==> src/rtl/ifetch_buffer_if.sv <==
// Fetch-side bundle: iBus command/response channels plus the decode-facing instruction handshake.
// The master modport is the fetch buffer's view; slave is the bus/core environment's view.
interface ifetch_buffer_if;
  logic        iBus_cmd_valid;
  logic        iBus_cmd_ready;
  logic [31:0] iBus_cmd_payload_pc;
  logic        iBus_rsp_ready;
  logic        iBus_rsp_err;
  logic [31:0] iBus_rsp_instr;
  logic        instr_valid;
  logic        instr_ready;
  logic [31:0] instr_data;
  logic [31:0] instr_pc;
  logic        instr_err;

  modport master (
    output iBus_cmd_valid,
    output iBus_cmd_payload_pc,
    input  iBus_cmd_ready,
    input  iBus_rsp_ready,
    input  iBus_rsp_err,
    input  iBus_rsp_instr,
    output instr_valid,
    output instr_data,
    output instr_pc,
    output instr_err,
    input  instr_ready
  );

  modport slave (
    input  iBus_cmd_valid,
    input  iBus_cmd_payload_pc,
    output iBus_cmd_ready,
    output iBus_rsp_ready,
    output iBus_rsp_err,
    output iBus_rsp_instr,
    input  instr_valid,
    input  instr_data,
    input  instr_pc,
    input  instr_err,
    output instr_ready
  );
endinterface

==> src/rtl/ifetch_buffer.sv <==
// Instruction fetch front-end: sequential iBus word fetches with credit-limited issue,
// in-order response FIFO toward decode, and redirect handling that drops stale responses.
module ifetch_buffer #(
  parameter int unsigned DEPTH    = 4,
  parameter logic [31:0] RESET_PC = 32'h0000_0000
) (
  input  logic                 clk,
  input  logic                 rstf,
  input  logic                 redirect_valid,
  input  logic [31:0]          redirect_pc,
  ifetch_buffer_if.master      bus
);

  localparam int unsigned AW = $clog2(DEPTH);
  localparam int unsigned CW = AW + 1;
  localparam logic [CW:0] DEPTH_W = (CW+1)'(DEPTH);

  logic [31:0]   fetch_pc, fetch_pc_nxt;
  logic [31:0]   rsp_pc, rsp_pc_nxt;
  logic [CW-1:0] outstanding, outstanding_nxt;
  logic [CW-1:0] drop_cnt, drop_cnt_nxt;
  logic [CW-1:0] count, count_nxt;
  logic [AW-1:0] wr_ptr, wr_ptr_nxt;
  logic [AW-1:0] rd_ptr, rd_ptr_nxt;

  logic [31:0]   mem_instr [DEPTH];
  logic [31:0]   mem_pc    [DEPTH];
  logic          mem_err   [DEPTH];

  logic [CW:0]   credit_used;
  logic          cmd_valid;
  logic          cmd_fire;
  logic          rsp_fire;
  logic          push;
  logic          pop;
  logic          head_valid;
  logic [31:0]   redirect_target;

  assign redirect_target = redirect_pc & ~32'h3;

  // Credits cover both in-flight and buffered words, so a kept response always finds a free slot.
  always_comb begin
    credit_used = {1'b0, outstanding} + {1'b0, count};
    cmd_valid   = rstf & ~redirect_valid & (credit_used < DEPTH_W);
    cmd_fire    = cmd_valid & bus.iBus_cmd_ready;
    // A response with nothing outstanding is a protocol violation and is ignored entirely.
    rsp_fire    = bus.iBus_rsp_ready & (outstanding != '0);
    head_valid  = rstf & (count != '0);
    push        = rsp_fire & (drop_cnt == '0) & ~redirect_valid;
    pop         = head_valid & bus.instr_ready & ~redirect_valid;
  end

  always_comb begin
    fetch_pc_nxt    = fetch_pc;
    rsp_pc_nxt      = rsp_pc;
    outstanding_nxt = outstanding + CW'(cmd_fire) - CW'(rsp_fire);
    drop_cnt_nxt    = drop_cnt;
    count_nxt       = count;
    wr_ptr_nxt      = wr_ptr;
    rd_ptr_nxt      = rd_ptr;
    if (redirect_valid) begin
      // No command can fire here, so outstanding_nxt already reflects only this cycle's response.
      fetch_pc_nxt = redirect_target;
      rsp_pc_nxt   = redirect_target;
      drop_cnt_nxt = outstanding_nxt;
      count_nxt    = '0;
      wr_ptr_nxt   = '0;
      rd_ptr_nxt   = '0;
    end else begin
      if (cmd_fire)
        fetch_pc_nxt = fetch_pc + 32'd4;
      if (rsp_fire && drop_cnt != '0)
        drop_cnt_nxt = drop_cnt - CW'(1);
      if (push) begin
        rsp_pc_nxt = rsp_pc + 32'd4;
        wr_ptr_nxt = wr_ptr + AW'(1);
      end
      if (pop)
        rd_ptr_nxt = rd_ptr + AW'(1);
      count_nxt = count + CW'(push) - CW'(pop);
    end
  end

  always_ff @(posedge clk) begin
    if (!rstf) begin
      fetch_pc    <= RESET_PC;
      rsp_pc      <= RESET_PC;
      outstanding <= '0;
      drop_cnt    <= '0;
      count       <= '0;
      wr_ptr      <= '0;
      rd_ptr      <= '0;
    end else begin
      fetch_pc    <= fetch_pc_nxt;
      rsp_pc      <= rsp_pc_nxt;
      outstanding <= outstanding_nxt;
      drop_cnt    <= drop_cnt_nxt;
      count       <= count_nxt;
      wr_ptr      <= wr_ptr_nxt;
      rd_ptr      <= rd_ptr_nxt;
    end
  end

  // Storage needs no reset: outputs are qualified by count.
  always_ff @(posedge clk) begin
    if (rstf && push) begin
      mem_instr[wr_ptr] <= bus.iBus_rsp_instr;
      mem_pc[wr_ptr]    <= rsp_pc;
      mem_err[wr_ptr]   <= bus.iBus_rsp_err;
    end
  end

  always_comb begin
    bus.iBus_cmd_valid      = cmd_valid;
    bus.iBus_cmd_payload_pc = rstf ? fetch_pc : RESET_PC;
    bus.instr_valid         = head_valid;
    bus.instr_data          = '0;
    bus.instr_pc            = '0;
    bus.instr_err           = 1'b0;
    if (head_valid) begin
      bus.instr_data = mem_instr[rd_ptr];
      bus.instr_pc   = mem_pc[rd_ptr];
      bus.instr_err  = mem_err[rd_ptr];
    end
  end

endmodule
==> src/flat_wrapper.sv <==
// flat-port wrapper written by rule: the top's interface ports become plain ports
module ifetch_buffer_flat 
#(
  parameter int unsigned DEPTH    = 4,
  parameter logic [31:0] RESET_PC = 32'h0000_0000
)
  (clk, rstf, redirect_valid, redirect_pc, bus_iBus_cmd_valid, bus_iBus_cmd_payload_pc, bus_iBus_cmd_ready, bus_iBus_rsp_ready, bus_iBus_rsp_err, bus_iBus_rsp_instr, bus_instr_valid, bus_instr_data, bus_instr_pc, bus_instr_err, bus_instr_ready);
  ifetch_buffer_if bus_i ();
  input  logic clk;
  input  logic rstf;
  input  logic redirect_valid;
  input  logic [31:0] redirect_pc;
  output wire logic [$bits(bus_i.iBus_cmd_valid)-1:0] bus_iBus_cmd_valid;
  output wire logic [$bits(bus_i.iBus_cmd_payload_pc)-1:0] bus_iBus_cmd_payload_pc;
  input wire logic [$bits(bus_i.iBus_cmd_ready)-1:0] bus_iBus_cmd_ready;
  input wire logic [$bits(bus_i.iBus_rsp_ready)-1:0] bus_iBus_rsp_ready;
  input wire logic [$bits(bus_i.iBus_rsp_err)-1:0] bus_iBus_rsp_err;
  input wire logic [$bits(bus_i.iBus_rsp_instr)-1:0] bus_iBus_rsp_instr;
  output wire logic [$bits(bus_i.instr_valid)-1:0] bus_instr_valid;
  output wire logic [$bits(bus_i.instr_data)-1:0] bus_instr_data;
  output wire logic [$bits(bus_i.instr_pc)-1:0] bus_instr_pc;
  output wire logic [$bits(bus_i.instr_err)-1:0] bus_instr_err;
  input wire logic [$bits(bus_i.instr_ready)-1:0] bus_instr_ready;
  assign bus_iBus_cmd_valid = bus_i.iBus_cmd_valid;
  assign bus_iBus_cmd_payload_pc = bus_i.iBus_cmd_payload_pc;
  assign bus_i.iBus_cmd_ready = bus_iBus_cmd_ready;
  assign bus_i.iBus_rsp_ready = bus_iBus_rsp_ready;
  assign bus_i.iBus_rsp_err = bus_iBus_rsp_err;
  assign bus_i.iBus_rsp_instr = bus_iBus_rsp_instr;
  assign bus_instr_valid = bus_i.instr_valid;
  assign bus_instr_data = bus_i.instr_data;
  assign bus_instr_pc = bus_i.instr_pc;
  assign bus_instr_err = bus_i.instr_err;
  assign bus_i.instr_ready = bus_instr_ready;
  ifetch_buffer #(.DEPTH(DEPTH), .RESET_PC(RESET_PC)) u_core (.clk(clk), .rstf(rstf), .redirect_valid(redirect_valid), .redirect_pc(redirect_pc), .bus(bus_i));
endmodule
==> config.mk <==
export PLATFORM = sky130hd
export DESIGN_NAME = ifetch_buffer_flat
export DESIGN_NICKNAME = d
export VERILOG_FILES = /design/src/rtl/ifetch_buffer_if.sv /design/src/rtl/ifetch_buffer.sv /design/src/flat_wrapper.sv
export SDC_FILE = /design/constraint.sdc
export NUM_CORES = 1
export LEC_CHECK = 0
export BUFFER_PORTS_ARGS = -buffer_cell sky130_fd_sc_hd__buf_2
export CORE_ASPECT_RATIO = 0.9
export CORE_MARGIN = 2
export CORE_UTILIZATION = 63
export CTS_CLUSTER_SIZE = 24
export DETAILED_ROUTE_END_ITERATION = 8
export PLACE_DENSITY_LB_ADDON = 0.05
export SKIP_CTS_REPAIR_TIMING = 1
export SLEW_MARGIN = 20
export SYNTH_ARGS = -nofsm -noshare
export SYNTH_HDL_FRONTEND = slang
export SYNTH_SLANG_ARGS = --single-unit
==> constraint.sdc <==
create_clock -name clk -period 6.7 [get_ports clk]
set_clock_uncertainty 0.1 [all_clocks]
set_input_delay 1.34 -clock clk [delete_from_list [all_inputs] [get_ports clk]]
set_output_delay 1.34 -clock clk [all_outputs]
set_load 0.01 [all_outputs]
Yosys cells after proc, flatten, opt, wreduce, memory -nomap -nowiden
Memories as Yosys holds them, arrays and structs flattened. A register that Yosys moved wholly into a read port is not among the register bits.
Index checks and enable logic that the tools add are counted.
{"block": "totals", "reg_bits": 77, "ram_bits": 260, "in_bits": 71, "memories": 3}
{"block": "classes", "n_bitwise": 11, "muxes": 18, "magnitude_cmp": 1, "n_addsub": 10, "n_reduce_logical": 10}
{"name": "u_core.mem_instr", "depth": 4, "word_bits": 32, "rd": 1, "rd_ports_with_merged_regs": 1, "write_ports": 1, "line": "ifetch_buffer.sv:26", "text": "logic [31:0] mem_instr [DEPTH];"}
{"name": "u_core.mem_pc", "depth": 4, "word_bits": 32, "rd": 1, "rd_ports_with_merged_regs": 1, "write_ports": 1, "line": "ifetch_buffer.sv:27", "text": "logic [31:0] mem_pc [DEPTH];"}
{"name": "u_core.mem_err", "depth": 4, "word_bits": 1, "rd": 1, "rd_ports_with_merged_regs": 1, "write_ports": 1, "line": "ifetch_buffer.sv:28", "text": "logic mem_err [DEPTH];"}
{"operator": "32-bit 2-to-1 mux", "count": 7}
{"operator": "32-bit by 3-bit adder with 32-bit output, second input constant", "count": 2}
{"operator": "2-bit 2-to-1 mux", "count": 6}
{"operator": "1-bit AND", "count": 9}
{"operator": "3-bit nonzero test", "count": 3}
{"operator": "3-bit by 1-bit adder with 3-bit output", "count": 2}
{"operator": "3-bit 2-to-1 mux", "count": 2}
{"operator": "2-bit nonzero test", "count": 3}
{"operator": "3-bit by 1-bit subtractor with 3-bit output", "count": 2}
{"operator": "2-bit by 1-bit adder with 2-bit output, second input constant", "count": 2}
{"operator": "3-bit by 3-bit adder with 4-bit output", "count": 1}
{"operator": "4-bit by 3-bit < comparator with 1-bit output, second input constant", "count": 1}
{"operator": "3-bit logical NOT", "count": 1}
{"operator": "1-bit 2-to-1 mux", "count": 3}
{"operator": "3-bit by 1-bit subtractor with 3-bit output, second input constant", "count": 1}
{"operator": "1-bit logical AND", "count": 2}
{"operator": "1-bit NOT", "count": 2}
{"operator": "2-bit OR reduction", "count": 1}

Depth between registers and ports, before layout
{"block": "depth", "ltp_word": 7, "ltp_mapped": 13}

Worst setup path after synthesis
Ideal clock, no wire load.
{"block": "synth_path", "path_kind": "input -> register", "startpoint": "input redirect_valid", "endpoint": "memory u_core.mem_err[0] (enable)", "path_stages": 4, "path_buffers": 2, "slack_ns": 2.754, "setup_ns": 0.428, "arrival_ns": 3.418, "required_ns": 6.172, "cell_sequence": "clkbuf_1 clkbuf_1 nor2_1 and3_1"}
{"block": "synth_via", "elab_chain_len": 5}
{"element": "start: declaration", "line": "flat_wrapper.sv:11", "text": "input logic redirect_valid;"}
{"element": "1-bit NOT", "line": "ifetch_buffer.sv:49", "text": "push = rsp_fire & (drop_cnt == '0) & ~redirect_valid;"}
{"element": "1-bit AND", "line": "ifetch_buffer.sv:49"}
{"element": "1-bit logical AND", "line": "ifetch_buffer.sv:106", "text": "if (rstf && push) begin"}
{"element": "1-bit 2-to-1 mux", "line": "ifetch_buffer.sv:106"}
{"element": "1-bit 2-to-1 mux (not written as such)", "line": "ifetch_buffer.sv:109", "text": "mem_err[wr_ptr] <= bus.iBus_rsp_err;"}
{"element": "end: declaration", "line": "ifetch_buffer.sv:28"}
No other way between the ends.

==> impl_summary.md <==
Setup path
Walking the worst path, the cells encountered are buf_4, mux4_2, and2_1, buf_2. The length in cells of the worst reg-to-reg path is 11. The critical path capture point type is an output pin.

The kind of critical path is reg -> out. At the worst endpoint, the arrival time is about 2.9 ns. The longest individual stage delay on the worst path is 0.96 ns. In this run the worst path has a maximum fanout of 45. The worst setup path is launched from a register. The required time at the endpoint of the critical path is roughly 5.3 ns. The cell with the biggest individual delay on the critical path is sky130_fd_sc_hd__dfxtp_4.

Power and ir drop
The worst IR drop on VDD is 0.000171 V. The cell leakage power is ~5.6 nW. Power spread over the standard cell area amounts to around 280 nW/um^2.

Finish
The non-filler instance count after layout is 1,439. The area growth from synthesis to layout is 15.3%. Counting the fill cells in the layout gives ~1,400. In the final layout, the share of cells above drive strength 1 is 0.263.

0 antenna diodes ended up in the layout. Leaving out fill and tap cells, the most frequent cell in the layout is sky130_fd_sc_hd__edfxtp_1. The area occupied by registers is about 9000 sq um. The combined area of the multi-input logic cells is 4530 sq um. The library cells used most frequently in the layout, excluding fill and tap cells, are 252 x sky130_fd_sc_hd__edfxtp_1, 163 x sky130_fd_sc_hd__buf_2, 96 x sky130_fd_sc_hd__and2_1. The net count of the finished layout is ~1,200.

Floorplanning
The total I/O pin count is 170. For this configuration, the core starts out at a cell density of 0.643. The core area is between 20,000 and 25,000 sq um. The die is roughly 160 um wide. The row count is 51.

From bottom edge to top edge, the die measures 145 um. The die covers roughly 23,000 sq um.

Global route
Across every metal layer, demand over resource in global routing totals 0.252. In the global route stage, met3 resource usage came out at 0.0312. The met2 track demand over resource is 0.392. Summed over all layers, the global routing overflow is 0. The first global-routing pass estimated roughly 46,000 um of wire. The number of global-route vias before repair is just over 8,000. Entering global routing, the biggest net connects 73 pins. The initial antenna violation count is 0.

The fraction of met1 tracks used by global routing is 0.387. The layer flagged by global routing as most heavily used is met2.

Min path
The type of the tightest min-delay check is reg -> reg. The depth of the worst hold-timing path is 2.

Synth
The top flip-flop cell by instance count after synthesis is sky130_fd_sc_hd__edfxtp_1. The portion of netlist area occupied by mux cells is 0.104. In this run, synthesis inferred ~250 flip-flops with an integrated enable. The share of synthesized area occupied by flip-flops and latches is 0.652. Of all flip-flops after synthesis, the portion carrying an async set or reset was 0.

Counting flops and latches in the post-synthesis netlist gives between 300 and 400. The complex-gate fraction of the synthesized area is 0.0630. The count of synthesis-stage warnings from yosys is 0. After synthesis, the mean cell area works out to roughly 14 sq um. Of the total synthesized cell area, the portion taken by XOR and XNOR cells is 0.0227. The distinct cell type count after synthesis is just over 60.

Of the total synthesized cell area, the portion taken by full adders, half adders and majority gates is 0.0155. The synthesized cell area is 13,900 sq um. The cell count after synthesis came out at between 900 and 1,000. The simple-gate share of the synthesized area is 0.119. The combinational family with the most area after synthesis is simple AND/OR/NAND/NOR gates.

STA
In the final timing run, aggregate negative setup slack is 0 ns. The fmax is 230 MHz. The final-report hold violation count came to 0. Setup repair after global routing left no endpoint under its margin. The worst path needs 4.35 ns of the cycle, external delays included. The final hold slack is ~0.40 ns.

Setup violations remaining at the end of the flow were counted as 0. At the pin with the least slew margin, the transition time is around 1.0 ns. The post-route worst setup slack is 2.35 ns. The worst slew slack as a fraction of its limit is 0.309.

The number of pins exceeding their max-slew limit in the final report is 0. In the finished design, the share of the clock period the worst path needs comes to 0.649.

Clock network
The clock transition time at the flip-flop clock pins of the worst setup and hold paths is 0.06 ns. The clock passes through at most 3 buffers. Clock latency on the worst-skew pair, taken at its later pin, is approximately 0.55 ns. TritonCTS built the clock tree. The CTS sink count is 327. The total clock buffers created by CTS is 31. The clock root buffer master is sky130_fd_sc_hd__clkbuf_16. The H-tree depth is 1.

Placement
After legalization and detailed placement, the total HPWL measured between 15,000 and 20,000 um. Before CTS, the worst setup slack after placement is 2.18 ns. Buffers placed on the I/O ports in this run total roughly 160. The placed cell count is about 1,400.

The weighted congestion reported at the end of routability-driven placement is about 0.87.

Detailed routing
The final route contains 8,664 vias. Summed over all layers, the routed wires come to around 30,000 um. For this block, the initial DRC count from the detailed router was 765. The routed length per placed instance is between 20 and 25 um. The first TritonRoute pass finished after 5 iterations. In the routed layout, each cell is associated on average with a via count of 6.02. The final routed DRC violation total is 0.

The post-route antenna net violation count is 0.

Run status
The run finished with clean final reports.

Job
Max-cap violations in this run came to 0.
-- routing by layer --
layer,share of wire,wire length [um],up-vias
li1,-,-,4012
met1,0.44,13000,4239
met2,0.47,13800,366
met3,0.073,2160,47
met4,0.018,540,0
met5,0,0,-
-- report_power, final --
group	leakage, nW	total [mW]	switching, mW	internal (mW)
logic	2.21	0.364	0.212	0.153
registers	2.91	2.33	0.0693	2.26
clock network	0.517	1.80	0.716	1.08
total	5.63	4.50	0.997	3.50
-- through the flow --
step                      instance area (sq um)  total power, mW   util
after floorplan                           13900             2.60      -
after global placement                    15000             2.72  0.692
after detailed placement                  15000             2.73  0.692
after CTS                                 16000             4.51  0.741
after global routing                      16000             4.64  0.742
final                                     16000             4.50  0.742
-- cells by family (layout without fill, tap and decap cells) --
group / after synthesis / count (layout)
compound gates: 147 / 147
xor+xnor: 36 / 36
fa+ha+maj: 16 / 16
buf+inv: 82 / 257
flops: 327 / 327
mux: 65 / 65
other cells: 1 / 4
simple gates: 296 / 296
-- synthesized netlist by cell type, types with 12 or more instances --
cell type                  count  area, sq um
sky130_fd_sc_hd__nor2_1       33          124
sky130_fd_sc_hd__clkbuf_1     39          146
sky130_fd_sc_hd__dfxtp_1      75         1500
sky130_fd_sc_hd__o21ai_0      32          160
sky130_fd_sc_hd__nand4_1      15         93.8
sky130_fd_sc_hd__ha_1         14          175
sky130_fd_sc_hd__xnor2_1      24          210
sky130_fd_sc_hd__xor2_1       12          105
sky130_fd_sc_hd__and2_1       96          601
sky130_fd_sc_hd__nor4_1       13         81.3
sky130_fd_sc_hd__inv_1        21         78.8
sky130_fd_sc_hd__nand3_1      20          100
sky130_fd_sc_hd__o21ai_1      12         60.1
sky130_fd_sc_hd__a21oi_1      50          250
sky130_fd_sc_hd__a31oi_1      19          119
sky130_fd_sc_hd__mux4_2       63         1420
sky130_fd_sc_hd__nand2_1      58          218
sky130_fd_sc_hd__edfxtp_1    252         7570
-- flip-flops by register name (all words and copies together) (netlist names), named ones only --
signal,cells
u_core.drop_cnt,3
u_core.fetch_pc,30
u_core.mem_pc,120
u_core.outstanding,3
u_core.mem_instr,128
u_core.rd_ptr,2
u_core.mem_err,4
u_core.rsp_pc,30
u_core.count,3
u_core.wr_ptr,2
-- cell type report --
cell class | instances | share of cell area
repair buffers | 175 | 0.0572
well taps | 291 | 0.0227
multi-input cells | 564 | 0.283
clock inverters | 15 | 0.0126
flip-flops and latches | 327 | 0.566
inverters | 25 | 0.00585
clock buffers | 42 | 0.0534
-- worst max-delay path, delay by kind of cell, from the launching register on --
kind,cells,cell delay [ns]
buffers and inverters,2,0.63
flip-flops,1,0.96
multiplexers,1,0.58
AND/OR/NAND/NOR,1,0.18
-- final timing paths --
check | start | end | slack (ns)
setup / recovery | register | bus_instr_data[13] | 2.35
setup reg to reg | u_core.count[1] | u_core.drop_cnt[2] | 3.20
hold / removal | u_core.wr_ptr[1] | u_core.wr_ptr[1] | 0.40
hold reg to reg | u_core.wr_ptr[1] | u_core.wr_ptr[1] | 0.40
No activity file was read; power rests on OpenSTA's default activity.
